$ cat src/rtl/decoder_seq.sv
// -----------------------------------------------------------------------------
// decoder_seq
//
// Parametrised N-to-2^N one-hot decoder with registered outputs and a built-in
// scan sequencer. The block is meant to drive the one-hot select lines of
// LED, 7-segment or keypad banks.
//
// In direct mode the address input is decoded onto the select bus. In scan
// mode an internal address counter starts at addr and walks the outputs up or
// down. Each output is held for dwell+1 cycles.
//
// Parameters
//   N        address width, legal range 1..6; the select bus is 2^N bits
//   DWELL_W  width of the dwell input
//
// Ports
//   clk    in   rising-edge clock
//   reset  in   synchronous, active-high reset
//   en     in   block enable; low forces every select output to zero
//   mode   in   0 = direct decode, 1 = scan
//   addr   in   direct-mode address; also the scan start address
//   dir    in   scan direction: 0 = up, 1 = down
//   dwell  in   clock cycles per scan step, minus 1
//   d      out  registered one-hot select; d[i] high selects output i
//   cur    out  registered address currently driven onto d
//   wrap   out  one-cycle pulse on the edge where the scan address wraps
// -----------------------------------------------------------------------------
module decoder_seq #(
  parameter int unsigned N       = 4,
  parameter int unsigned DWELL_W = 8
) (
  input  logic                 clk,
  input  logic                 reset,
  input  logic                 en,
  input  logic                 mode,
  input  logic [N-1:0]         addr,
  input  logic                 dir,
  input  logic [DWELL_W-1:0]   dwell,
  output logic [(1<<N)-1:0]    d,
  output logic [N-1:0]         cur,
  output logic                 wrap
);

  localparam int unsigned W = 1 << N;

  localparam logic [N-1:0]       ADDR_ONE = N'(1);
  localparam logic [N-1:0]       ADDR_MAX = {N{1'b1}};
  localparam logic [N-1:0]       ADDR_MIN = '0;
  localparam logic [DWELL_W-1:0] CNT_ONE  = DWELL_W'(1);

  typedef enum logic [1:0] {
    IDLE   = 2'd0,
    DIRECT = 2'd1,
    SCAN   = 2'd2
  } state_t;

  state_t             state;
  logic [DWELL_W-1:0] cnt;

  // Exactly one bit set. A multi-hot value can never reach d.
  function automatic logic [W-1:0] one_hot(input logic [N-1:0] a);
    logic [W-1:0] r;
    // NOTE: give r a full default before the indexed write so that every bit
    // has a defined value on every call.
    r    = '0;
    r[a] = 1'b1;
    return r;
  endfunction

  // Next scan address, modulo 2^N. N-bit arithmetic wraps on its own.
  function automatic logic [N-1:0] step_addr(input logic [N-1:0] a,
                                             input logic         down);
    return down ? (a - ADDR_ONE) : (a + ADDR_ONE);
  endfunction

  // A step wraps when it crosses the 0 / 2^N-1 boundary in either direction.
  function automatic logic step_wraps(input logic [N-1:0] a,
                                      input logic         down);
    return down ? (a == ADDR_MIN) : (a == ADDR_MAX);
  endfunction

  // The state register and all outputs sit in one clocked process. Because
  // the outputs are registered, no input has a combinational path to d, cur
  // or wrap.
  always_ff @(posedge clk) begin
    if (reset) begin
      // NOTE: state uses non-blocking assignments, so every branch reads the
      // values from before the edge, whatever order the branches are written.
      state <= IDLE;
      cnt   <= '0;
      cur   <= '0;
      d     <= '0;
      wrap  <= 1'b0;
    end else if (!en) begin
      // Idle blanks the bus. cur keeps its last value for observation only;
      // the next scan entry reloads it from addr.
      state <= IDLE;
      cnt   <= '0;
      d     <= '0;
      wrap  <= 1'b0;
    end else if (!mode) begin
      state <= DIRECT;
      cnt   <= '0;
      cur   <= addr;
      d     <= one_hot(addr);
      wrap  <= 1'b0;
    end else if (state != SCAN) begin
      // Scan entry loads the start address. No step happens on this edge.
      state <= SCAN;
      cnt   <= '0;
      cur   <= addr;
      d     <= one_hot(addr);
      wrap  <= 1'b0;
    end else if (cnt >= dwell) begin
      // Use >= rather than ==. If dwell drops below a count already reached,
      // the step happens on the next edge and does not wait for the counter
      // to roll over.
      cnt   <= '0;
      cur   <= step_addr(cur, dir);
      d     <= one_hot(step_addr(cur, dir));
      wrap  <= step_wraps(cur, dir);
    end else begin
      cnt   <= cnt + CNT_ONE;
      wrap  <= 1'b0;
    end
  end

endmodule
$ cat config.mk
export PLATFORM = sky130hd
export DESIGN_NAME = decoder_seq
export DESIGN_NICKNAME = d
export VERILOG_FILES = /design/src/rtl/decoder_seq.sv
export SDC_FILE = /design/constraint.sdc
export NUM_CORES = 1
export LEC_CHECK = 0
export ABC_AREA = 1
export BUFFER_PORTS_ARGS = -buffer_cell sky130_fd_sc_hd__buf_2
export CAP_MARGIN = 20
export CORE_UTILIZATION = 31
export CTS_CLUSTER_SIZE = 14
export DETAILED_ROUTE_END_ITERATION = 7
export GPL_ROUTABILITY_DRIVEN = 0
export GPL_TIMING_DRIVEN = 0
export HOLD_SLACK_MARGIN = 0.02
export SLEW_MARGIN = 25
export SYNTH_ARGS = -nofsm -noshare
export SYNTH_HDL_FRONTEND = slang
export SYNTH_SLANG_ARGS = --single-unit
$ cat constraint.sdc
create_clock -name clk -period 5.1 [get_ports clk]
set_clock_uncertainty 0.15 [all_clocks]
set_input_delay 0.51 -clock clk [delete_from_list [all_inputs] [get_ports clk]]
set_output_delay 0.51 -clock clk [all_outputs]
set_load 0.01 [all_outputs]
==> results of run 1 <==
per-stage QoR:
stage	worst slack, ns	hold slack [ns]
after floorplan	3.13	0.280
after global placement	2.81	0.293
after detailed placement	2.78	0.299
after CTS	2.86	0.241
after global routing	2.62	0.241
final	2.87	0.242
critical path, cell delays in order (launching register included):
cell and delay (ns):
dfxtp_1 0.47, inv_1 0.17, fa_1 0.44, xnor2_1 0.24, inv_1 0.10, nor2_1 0.30, nand3_1 0.12, nand3_1 0.10
nand2_1 0.05, inv_1 0.04
area by class of cell:
type | count | share of cell area (%)
inverter | 51 | 8.00
sequential | 31 | 25.9
timing repair buffer | 36 | 7.53
clock buffer | 8 | 4.18
tap | 77 | 4.03
multi-input combinational | 208 | 48.2
buffer | 9 | 2.09
cells by family after synthesis:
| kind of cell | after synthesis |
|---|---|
| compound gates | 13 |
| xor+xnor | 5 |
| fa+ha+maj | 16 |
| buf+inv | 60 |
| flops | 31 |
| simple gates | 174 |
cell usage after synthesis, types with 3 or more instances:
library cell and instances:
nand4_1 24, ha_1 15, nand2_1 66, inv_1 50
nor2_1 29, a21oi_1 8, buf_2 7, nor3_1 3
xor2_1 3, nand3_1 44, dfxtp_1 31
per-layer routing:
| layer | GRT usage (%) | up-vias |
|---|---|---|
| li1 | - | 1057 |
| met1 | 18.9 | 888 |
| met2 | 26.4 | 37 |
| met3 | 3.41 | 7 |
| met4 | 5.86 | 0 |
| met5 | 0 | - |
layout by cell type (no fill, tap or decap), drive strengths merged, types with 2 or more instances in the layout:
cell	n
nor2	32
inv	50
o21ai	2
buf	44
dfxtp	31
xnor2	2
nand3	46
nand2	67
nor3	3
a21o	2
ha	15
xor2	3
a21oi	8
clkbuf	9
nand4	25
worst paths after layout:
kind              endpoint  slack, ns
setup / recovery      d[4]       2.87
hold / removal    state[1]       0.24
hold reg to reg     cnt[0]       0.30
setup reg to reg      d[4]       2.87
power breakdown:
part           total (W)  internal, W  leakage [nW]  switching [W]
clock network   0.000209     0.000123        0.0515      0.0000864
registers       0.000251     0.000247         0.251     0.00000460
logic          0.0000831    0.0000284          1.05      0.0000547
total           0.000544     0.000398          1.35       0.000146
sequential cells by signal, indices dropped and copies added (netlist names):
signal and cells:
d 16, cnt 8, cur 4, state 2, wrap 1
==> reports/qor.yml, run 1 <==
synthesis:
  synth-simple-area-share_pct: 41.1
  synth-warning-count: 0
  syn_nets: 332
  synth_edf_count: 0
  synthMuxAreaShare_pct: 0
  ys_ff_latch: 31
  synth_compound_area_share_pct: 3.66
  netlist_area_mm2: 0.00202
  ys_seq_area_share_pct: 30.8
  synth_top_family_by_area: "simple AND/OR/NAND/NOR gates"
  synth.area.top_cells: "dfxtp_1 31%, nand2_1 12%, nand3_1 11%"
  netlist_instances: 299
  synthDistinctLibCells: 26
  async_reset_ff_share_pct: 0
  synth-xor-area-share_pct: 2.17
  synth_flop_cell: "dfxtp_1"
  synth.top_cell.area_share_pct: 30.8
  synthAdderAreaFrac_pct: 10.3
  syn_avg_cell_area_um2: 6.74
  synth_top_area_cell: "dfxtp_1"
floorplan:
  start_util_pct: 31.9
  die_height_um: 82.6
  fp.dieW_um: 82.6
  io_pins: 38
  fp.coreArea_mm2: 0.00631
  die_area_mm2: 0.00683
  rows: 29
clocking:
  ctsHoldBuffers: 0
  insertion_delay_ns: 0.28
  clockBufferDepth: 2
  cts_resized: 0
  numClockSinks: 31
  numCtsBuffers: 5
  cts_max_level: 2
  path_clk_slew_ns: 0.06
  cts_root_buffer: "clkbuf_8"
  cts_tree: "built"
  postCtsSetupRepairBufs: 0
routing:
  routed-wl-met3_um: 176
  highest-signal-layer: "met4"
  drt_iter0_drc: 67
  drtAntennaViolNets: 0
  wire_per_inst_um: 11.2
  postRouteWirelength_um: 4690
  dr.pass1.iters: 4
  drc: 0
  vias: 1989
  drt-met1-wl_um: 2300
  via_per_inst: 4.74
  met2_length_um: 2140
final_layout:
  utilization_pct: 37.9
  fillers: 714
  instances_no_fill: 420
  seq_area_um2: 621
  multi_input_area_mm2: 0.00115
  drive_above_1_share_pct: 16.9
  stdcell_area_mm2: 0.00239
  syn2layout_area_growth_pct: 18.7
  final_nets: 375
  num_antenna_cells: 0
pwr:
  ir_drop_mv: 0.0959
  power_density_mw_per_mm2: 227
  p_leak_nw: 1.35
  total_power_w: 0.000544
worst_hold_path:
  hold-path-cell-count: 2
  hp-start: "reset"
  hold_path_class: "in2reg"
timing:
  hold_violations: 0
  slew_headroom_pct: 70.0
  setup_viol: 0
  fmax_mhz: 448
  min_period_ns: 2.23
  rsz0062_at_grt: "false"
  period_share_pct: 43.7
  timing.setup.tns_ns: 0
  worst_slew_pin_slew_ns: 0.450
  slew_violations: 0
critical_path:
  start_kind: "flip-flop"
  end_kind: "flip-flop"
  worstPathArrival_ns: 2.31
  crit_required_ns: 5.18
  critPathKind: "reg2reg"
  r2r-start: "cur[0]"
  path_max_fanout: 7
  crit_start: "cur[0]"
  ff2ff_path_depth: 9
global_routing:
  grt_overflow_total: 0
  grt_max_degree: 11
  grt_pass1_vias: 1855
  grt_pass1_wl_um: 7960
  grt_use_total_pct: 15.5
  antenna_found_initial: 0
placed_design:
  port_buffers: 36
  dp.cells: 412
  dp_hpwl_um: 3720
  place_area_mm2: 0.00229
status:
  status: "finished clean"
run:
  cap_violations: 0
Power figures use the tool's default switching activity.
==> run 2: changes to the inputs <==
Clock period 5.1 ns to 1.8 ns, I/O delays scaled along.
==> run 2 against run 1 <==
Effect of this change: die area did not move; sequential share of layout area fell by 4.2 points; via count rose by 6.8%; clock power rose by 150%; fmax rose by 26%; sequential power rose to 2.8 times the previous value; core utilization rose by 8.9 points; routed wire length rose by 15%; non-clock buffer count rose by 23; global-route usage rose by 0.92 points; critical path type unchanged.
==> reports/qor.yml, run 2 (same netlist as run 1, synthesis figures left out) <==
final_layout:
  final_common_cell: "nand2_1"
  final_nets: 400  # +6.7%
  top_register: "d"
  fillers: 640  # -10%
  seq_area_um2: 643  # +3.6%
  largest_register_ffs: 16  # unchanged
  syn2layout_area_growth_pct: 46.6
  drive_above_1_share_pct: 37.0  # +20 points
  num_antenna_cells: 0  # unchanged
  top_regs: "d x16, cnt x8, cur x4"
  mostFrequentLayoutCells: "61 x nand2_1, 45 x inv_1, 41 x buf_2"
  multi_input_area_mm2: 0.00150  # +30%
  instances_no_fill: 445  # +6.0%
worst_hold_path:
  hp-start: "en"
  hold_path_class: "in2reg"
  hold-path-cell-count: 3  # +1
  hold_path_end: "state[0]"
floorplan:
  fp.coreArea_mm2: 0.00631  # unchanged
  start_util_pct: 31.9  # unchanged
  die_height_um: 82.6  # unchanged
  die_area_mm2: 0.00683  # unchanged
  fp.dieW_um: 82.6  # unchanged
  rows: 29  # unchanged
  io_pins: 38  # unchanged
pwr:
  p_int_w: 0.00112  # +180%
  netSwitchingPower_w: 0.000473  # +220%
  power_frac_comb_pct: 22.9  # +7.6 points
  clkPwrFrac_pct: 32.4  # -6.1 points
  ir_drop_mv: 0.308  # +220%
  power_density_mw_per_mm2: 538  # +140%
  p_leak_nw: 1.55  # +15%
  switching_share_pct: 29.8  # +3.0 points
  seq_power_share_pct: 44.7  # -1.5 points
  total_power_w: 0.00159  # +190%
critical_path:
  start_kind: "flip-flop"
  r2r-start: "cnt[6]"
  crit_path_max_incr_delay_ns: 0.34  # -0.13 ns
  worstPathCellList: "ha_4 > nand2_4 > nor2_4 > nand4_1 > nand3_4 > buf_6 > nand3_1 > nand3_1 > nand2_1 > inv_1"
  ff2ff_path_depth: 10  # +1
  cpLargestDelayFamily: "simple AND/OR/NAND/NOR gates"
  path_max_fanout: 5  # -2
  critPathKind: "reg2reg"
  worstPathArrival_ns: 1.85  # -0.46 ns
  reg2reg_setup_slack_ns: 0.03  # -2.84 ns
  end_kind: "flip-flop"
  critPathBufInv: 2  # -1
  crit_required_ns: 1.88  # -3.30 ns
  cpMostUsedCell: "nand3_1"
  crit_slowest_cell: "dfxtp_2"
  r2r-end: "d[0]"
timing:
  slew_violations: 0  # unchanged
  worst_slew_pin_slew_ns: 0.465  # +0.0146 ns
  slew_headroom_pct: 69.0  # -0.97 points
  setup_viol: 0  # unchanged
  hold_violations: 0  # unchanged
  fmax_mhz: 566  # +26%
  min_period_ns: 1.77  # -0.465 ns
  rsz0062_at_grt: "true"
  period_share_pct: 98.1  # +54 points
run:
  cap_violations: 0  # unchanged
global_routing:
  met2_usage_pct: 28.2  # +1.8 points
  antenna_found_initial: 0  # unchanged
  grt.busiest_layer: "met2"
  grt_overflow_total: 0  # unchanged
  grt_pass1_vias: 1912  # +3.1%
  grt_pass1_wl_um: 8460  # +6.3%
  grt_use_met3_pct: 3.41  # unchanged
  met1_usage_pct: 20.0  # +1.2 points
  grt_max_degree: 11  # unchanged
  grt_use_total_pct: 16.4  # +0.92 points
clocking:
  cts_tree: "built"
  insertion_delay_ns: 0.28  # about the same
  path_clk_slew_ns: 0.06  # about the same
  numCtsBuffers: 5  # unchanged
  numClockSinks: 31  # unchanged
  cts_max_level: 2  # unchanged
  cts_root_buffer: "clkbuf_8"
  clockBufferDepth: 2  # unchanged
routing:
  vias: 2124  # +6.8%
  drt_iter0_drc: 84  # +25%
  postRouteWirelength_um: 5390  # +15%
  drc: 0  # unchanged
  dr.pass1.iters: 4  # unchanged
  drtAntennaViolNets: 0  # unchanged
  wire_per_inst_um: 12.1  # +8.5%
  via_per_inst: 4.77  # +0.79%
placed_design:
  dp.cells: 412  # unchanged
  port_buffers: 36  # unchanged
  dp_hpwl_um: 3620  # -2.7%
status:
  status: "finished clean"
==> run 2: changes by cell type in the layout (fill, tap and decap cells not counted), moves of 10 or more <==
cell and delta:
buf_4 +17, nand3_1 -12, nand3_2 +11, dfxtp_1 -10, nor2_1 -10
==> run 2: worst max-delay path by stage <==
stage	startpoint	to	slack [ns]	depth (start not counted)
6_report	cnt[6]	d[0]	0.03	10
5_1_grt	cur[1]	d[8]	-0.07	9
4_1_cts	cnt[6]	d[10]	0.002	10
3_5_place_dp	cur[0]	d[12]	-0.19	9
3_3_place_gp	cur[0]	d[12]	-0.17	9
2_1_floorplan	cur[0]	d[12]	0.005	9
==> run 2: tightest hold or removal path, stage by stage <==
cell and delay [ns]:
buf_2 0.15, nand2_1 0.10, nor2_1 0.04
==> run 2: power by group through the flow <==
stage / clock network (W) / registers (W) / logic, W
final: 0.000515 / 0.000710 / 0.000364
after global routing: 0.000559 / 0.000712 / 0.000405
after CTS: 0.000533 / 0.000710 / 0.000298
after detailed placement: 0 / 0.000728 / 0.000242
after global placement: 0 / 0.000728 / 0.000240
after floorplan: 0 / 0.000730 / 0.000167
==> run 2: final cells by class <==
cell class                 instances  share of cell area [%]
clock inverter                     1                   0.169
timing repair buffer              59                    12.9
inverter                          51                    6.56
sequential                        31                    21.8
multi-input combinational        210                    50.8
tap                               77                    3.26
buffer                             9                    1.99
clock buffer                       7                    2.58
==> run 2: metrics by stage <==
stage	setup WS [ns]	area, µm²	hold slack (ns)	util [%]	TNS, ns
2_1_floorplan	0.00451	2030	0.102	-	0
3_3_place_gp	-0.166	2310	0.206	36.5	-2.37
3_5_place_dp	-0.190	2310	0.211	36.5	-2.99
4_1_cts	0.00167	2640	0.0849	41.9	0
5_1_grt	-0.0735	2960	0.104	46.8	-0.663
6_report	0.0345	2960	0.0919	46.8	0
==> run 2: layer usage <==
metal  up-vias  wire [µm]
met2        38       2640
met4         0         48
li1       1115          -
met1       966       2490
met3         5        214
met5         -          0
==> run 2: timing repair <==
item                                   CTS  global route
resized for setup                       33            46
hold buffers                             3             0
setup endpoints to repair               23            23
endpoints found under the hold margin    2             0
cloned                                   3             0
buffers inserted                         8            11
pin swaps                                8            30
==> run 3: changes to the inputs <==
Settings changed: ABC_AREA 1 to 0, GPL_ROUTABILITY_DRIVEN 0 to default, REMOVE_ABC_BUFFERS from default to 1.
==> run 3 against run 2 <==
Effect of this change: the flow now finishes with violations (negative setup slack); core utilization grew 1.6 points; clock power increased by 18%; total power rose by 2.9%; global-route usage up 3.4 points; setup slack worse by 0.29 ns; largest cell class unchanged.
==> reports/qor.yml, run 3 <==
placed_design:
  dp_slack_ns: -0.635  # -0.445 ns
  port_buffers: 37  # +2.8%
  gp_congestion: 0.868
  dp_hpwl_um: 3360  # -7.2%
  dp.cells: 332  # -19%
synthesis:
  synthDistinctLibCells: 44  # +69%
  syn_avg_cell_area_um2: 8.32  # +23%
  synth_top_area_cell: "dfxtp_1"
  netlist_instances: 233  # -22%
  ys_ff_latch: 31  # unchanged
  yosys-top-cells-count: "31 x dfxtp_1, 24 x nand3_1, 18 x a31oi_1, 18 x nor2_1, 16 x a21oi_1"
  yosysMostFrequentCell: "dfxtp_1"
  synth_edf_count: 0  # unchanged
  synth_flop_cell: "dfxtp_1"
  ys_seq_area_share_pct: 32.0  # +1.2 points
  synth-warning-count: 0  # unchanged
  netlist_area_mm2: 0.00194  # -3.8%
  synth.area.top_cells: "dfxtp_1 32%, ha_1 9.7%, nand3_1 6.2%"
  async_reset_ff_share_pct: 0  # unchanged
  synth.top_cell.area_share_pct: 32.0  # +1.2 points
global_routing:
  grt_pass1_vias: 2029  # +6.1%
  grt_pass1_wl_um: 9780  # +16%
  grt_use_total_pct: 19.8  # +3.4 points
  antenna_found_initial: 0  # unchanged
  grt_overflow_total: 0  # unchanged
  grt_max_degree: 19  # +8
floorplan:
  die_area_mm2: 0.00658  # -3.7%
  fp.coreArea_mm2: 0.00599  # -5.1%
  fp.dieW_um: 81.1  # -1.9%
  io_pins: 38  # unchanged
  start_util_pct: 32.4  # +0.45 points
  rows: 28  # -3.4%
  die_height_um: 81.1  # -1.9%
critical_path:
  worstPathCellList: "ha_4 > or4_4 > a21o_4 > buf_12 > nand3_4 > a31oi_1 > a21oi_1"
  start_kind: "flip-flop"
  critPathKind: "reg2reg"
  crit_required_ns: 1.85  # -0.03 ns
  crit_path_max_incr_delay_ns: 0.53  # +0.19 ns
  path_max_fanout: 8  # +3
  critPathBufInv: 1  # -1
  crit_slowest_cell: "or4_4"
  worstPathArrival_ns: 2.11  # +0.26 ns
  end_kind: "flip-flop"
  cpLargestDelayFamily: "simple AND/OR/NAND/NOR gates"
final_layout:
  largest_register_ffs: 16  # unchanged
  final_nets: 330  # -18%
  top_register: "d"
  num_antenna_cells: 0  # unchanged
  final_common_cell: "buf_2"
  top_regs: "d x16, cnt x8, cur x4"
  utilization_pct: 48.4  # +1.6 points
  syn2layout_area_growth_pct: 49.5
  mostFrequentLayoutCells: "37 x buf_2, 23 x dfxtp_1, 21 x nand3_1"
  drive_above_1_share_pct: 44.3  # +7.3 points
  instances_no_fill: 373  # -16%
routing:
  via_per_inst: 5.70  # +19%
  drtAntennaViolNets: 0  # unchanged
  drc: 0  # unchanged
  vias: 2127  # +0.14%
  drt_iter0_drc: 193  # +130%
  dr.pass1.iters: 4  # unchanged
  wire_per_inst_um: 17.0  # +40%
  postRouteWirelength_um: 6340  # +18%
clocking:
  insertion_delay_ns: 0.28  # about the same
  cts_max_level: 2  # unchanged
  numCtsBuffers: 5  # unchanged
  cts_root_buffer: "clkbuf_8"
  path_clk_slew_ns: 0.07  # about the same
  numClockSinks: 31  # unchanged
  cts_tree: "built"
  clockBufferDepth: 2  # unchanged
timing:
  hold_violations: 0  # unchanged
  setup_viol: 29  # +29
  slew_violations: 0  # unchanged
  worst_slew_pin_slew_ns: 0.688  # +0.223 ns
  slew_headroom_pct: 54.0  # -15 points
  fmax_mhz: 487  # -14%
  timing.final.ws_setup_ns: -0.253  # -0.287 ns
  hold_slack_ns: 0.118  # +0.0260 ns
  min_period_ns: 2.05  # +0.287 ns
  period_share_pct: 114  # +16 points
  rsz0062_at_grt: "true"
pwr:
  power_density_mw_per_mm2: 564  # +4.8%
  p_leak_nw: 1.11  # -29%
  ir_drop_mv: 0.250  # -19%
  total_power_w: 0.00164  # +2.9%
worst_hold_path:
  hold_path_class: "in2reg"
status:
  status: "finished, violations left"
  violations: "negative setup slack"
run:
  cap_violations: 0  # unchanged
==> run 3: cell count changes in the layout (fill, tap and decap cells not counted), moves of 9 or more <==
cell | previous run | this run
nand2_1 | 61 | 8
a211o_1 | 0 | 12
inv_1 | 45 | 12
a31oi_1 | 0 | 15
nand3_2 | 12 | 3
nand3_1 | 32 | 21
nand4_1 | 24 | 2
==> run 3: path summary, 6_finish.rpt <==
check,from,end,slack (ns),cells past startpoint
hold reg to reg,d[12],d[12],0.33,2
setup reg to reg,cnt[4],d[8],-0.25,7
setup / recovery,cnt[4],d[8],-0.25,7
hold / removal,addr[1],d[15],0.12,3
==> run 3: cells by family after synthesis <==
kind of cell | count (synthesis) | share of synthesized area [%]
AO/OA/AOI/OAI | 69 | 24.8
XOR/XNOR | 8 | 3.61
adder cells (fa/ha/maj) | 16 | 10.7
buffers and inverters | 27 | 6.77
flip-flops | 31 | 32.0
AND/OR/NAND/NOR | 82 | 22.1
==> run 3: final cells by class <==
| class | instances | area [µm²] |
|---|---|---|
| fillers | 524 | 3090 |
| inverters | 14 | 52.6 |
| repair buffers | 65 | 440 |
| multi-input cells | 180 | 1580 |
| flip-flops and latches | 31 | 638 |
| well taps | 75 | 93.8 |
| clock buffers | 8 | 100 |
==> run 3: per-layer routing <==
metal	up-vias	routed length (µm)	GRT usage [%]	share of wire, %
met3	25	387	4.61	6.1
met2	88	2990	32.4	47
met5	-	0	0	0
li1	1008	-	-	-
met1	1006	2700	24.2	43
met4	0	265	9.46	4.2
==> run 3: report_power, final <==
part           total (W)  switching (W)  internal (W)
Sequential      0.000706      0.0000110      0.000695
Combinational   0.000319       0.000197      0.000123
Clock           0.000610       0.000262      0.000349
Total            0.00164       0.000469       0.00117
==> run 3: worst reg2reg max path, delay by kind of cell (launching register included) <==
family | cells | cell delay, ns
buffers and inverters | 1 | 0.15
AOI/OAI and AO/OA | 3 | 0.48
adders and majority gates | 1 | 0.16
and+or+nand+nor | 2 | 0.70
DFF | 1 | 0.33
==> run 3: repair_timing <==
| item | in CTS | in global routing |
|---|---|---|
| hold endpoints to repair | 4 | 0 |
| gates cloned | 5 | 0 |
| hold buffers | 2 | 0 |
| pin swaps | 35 | 34 |
| setup buffers | 19 | 7 |
| resized for setup | 54 | 23 |
| endpoints found under the setup margin | 29 | 29 |
==> run 3: per-stage QoR <==
step	setup TNS, ns	instance area [µm²]
after floorplan	-8.69	1860
after global placement	-19.06	2140
after detailed placement	-15.98	2140
after CTS	-5.23	2720
after global routing	-6.60	2900
final	-5.25	2900
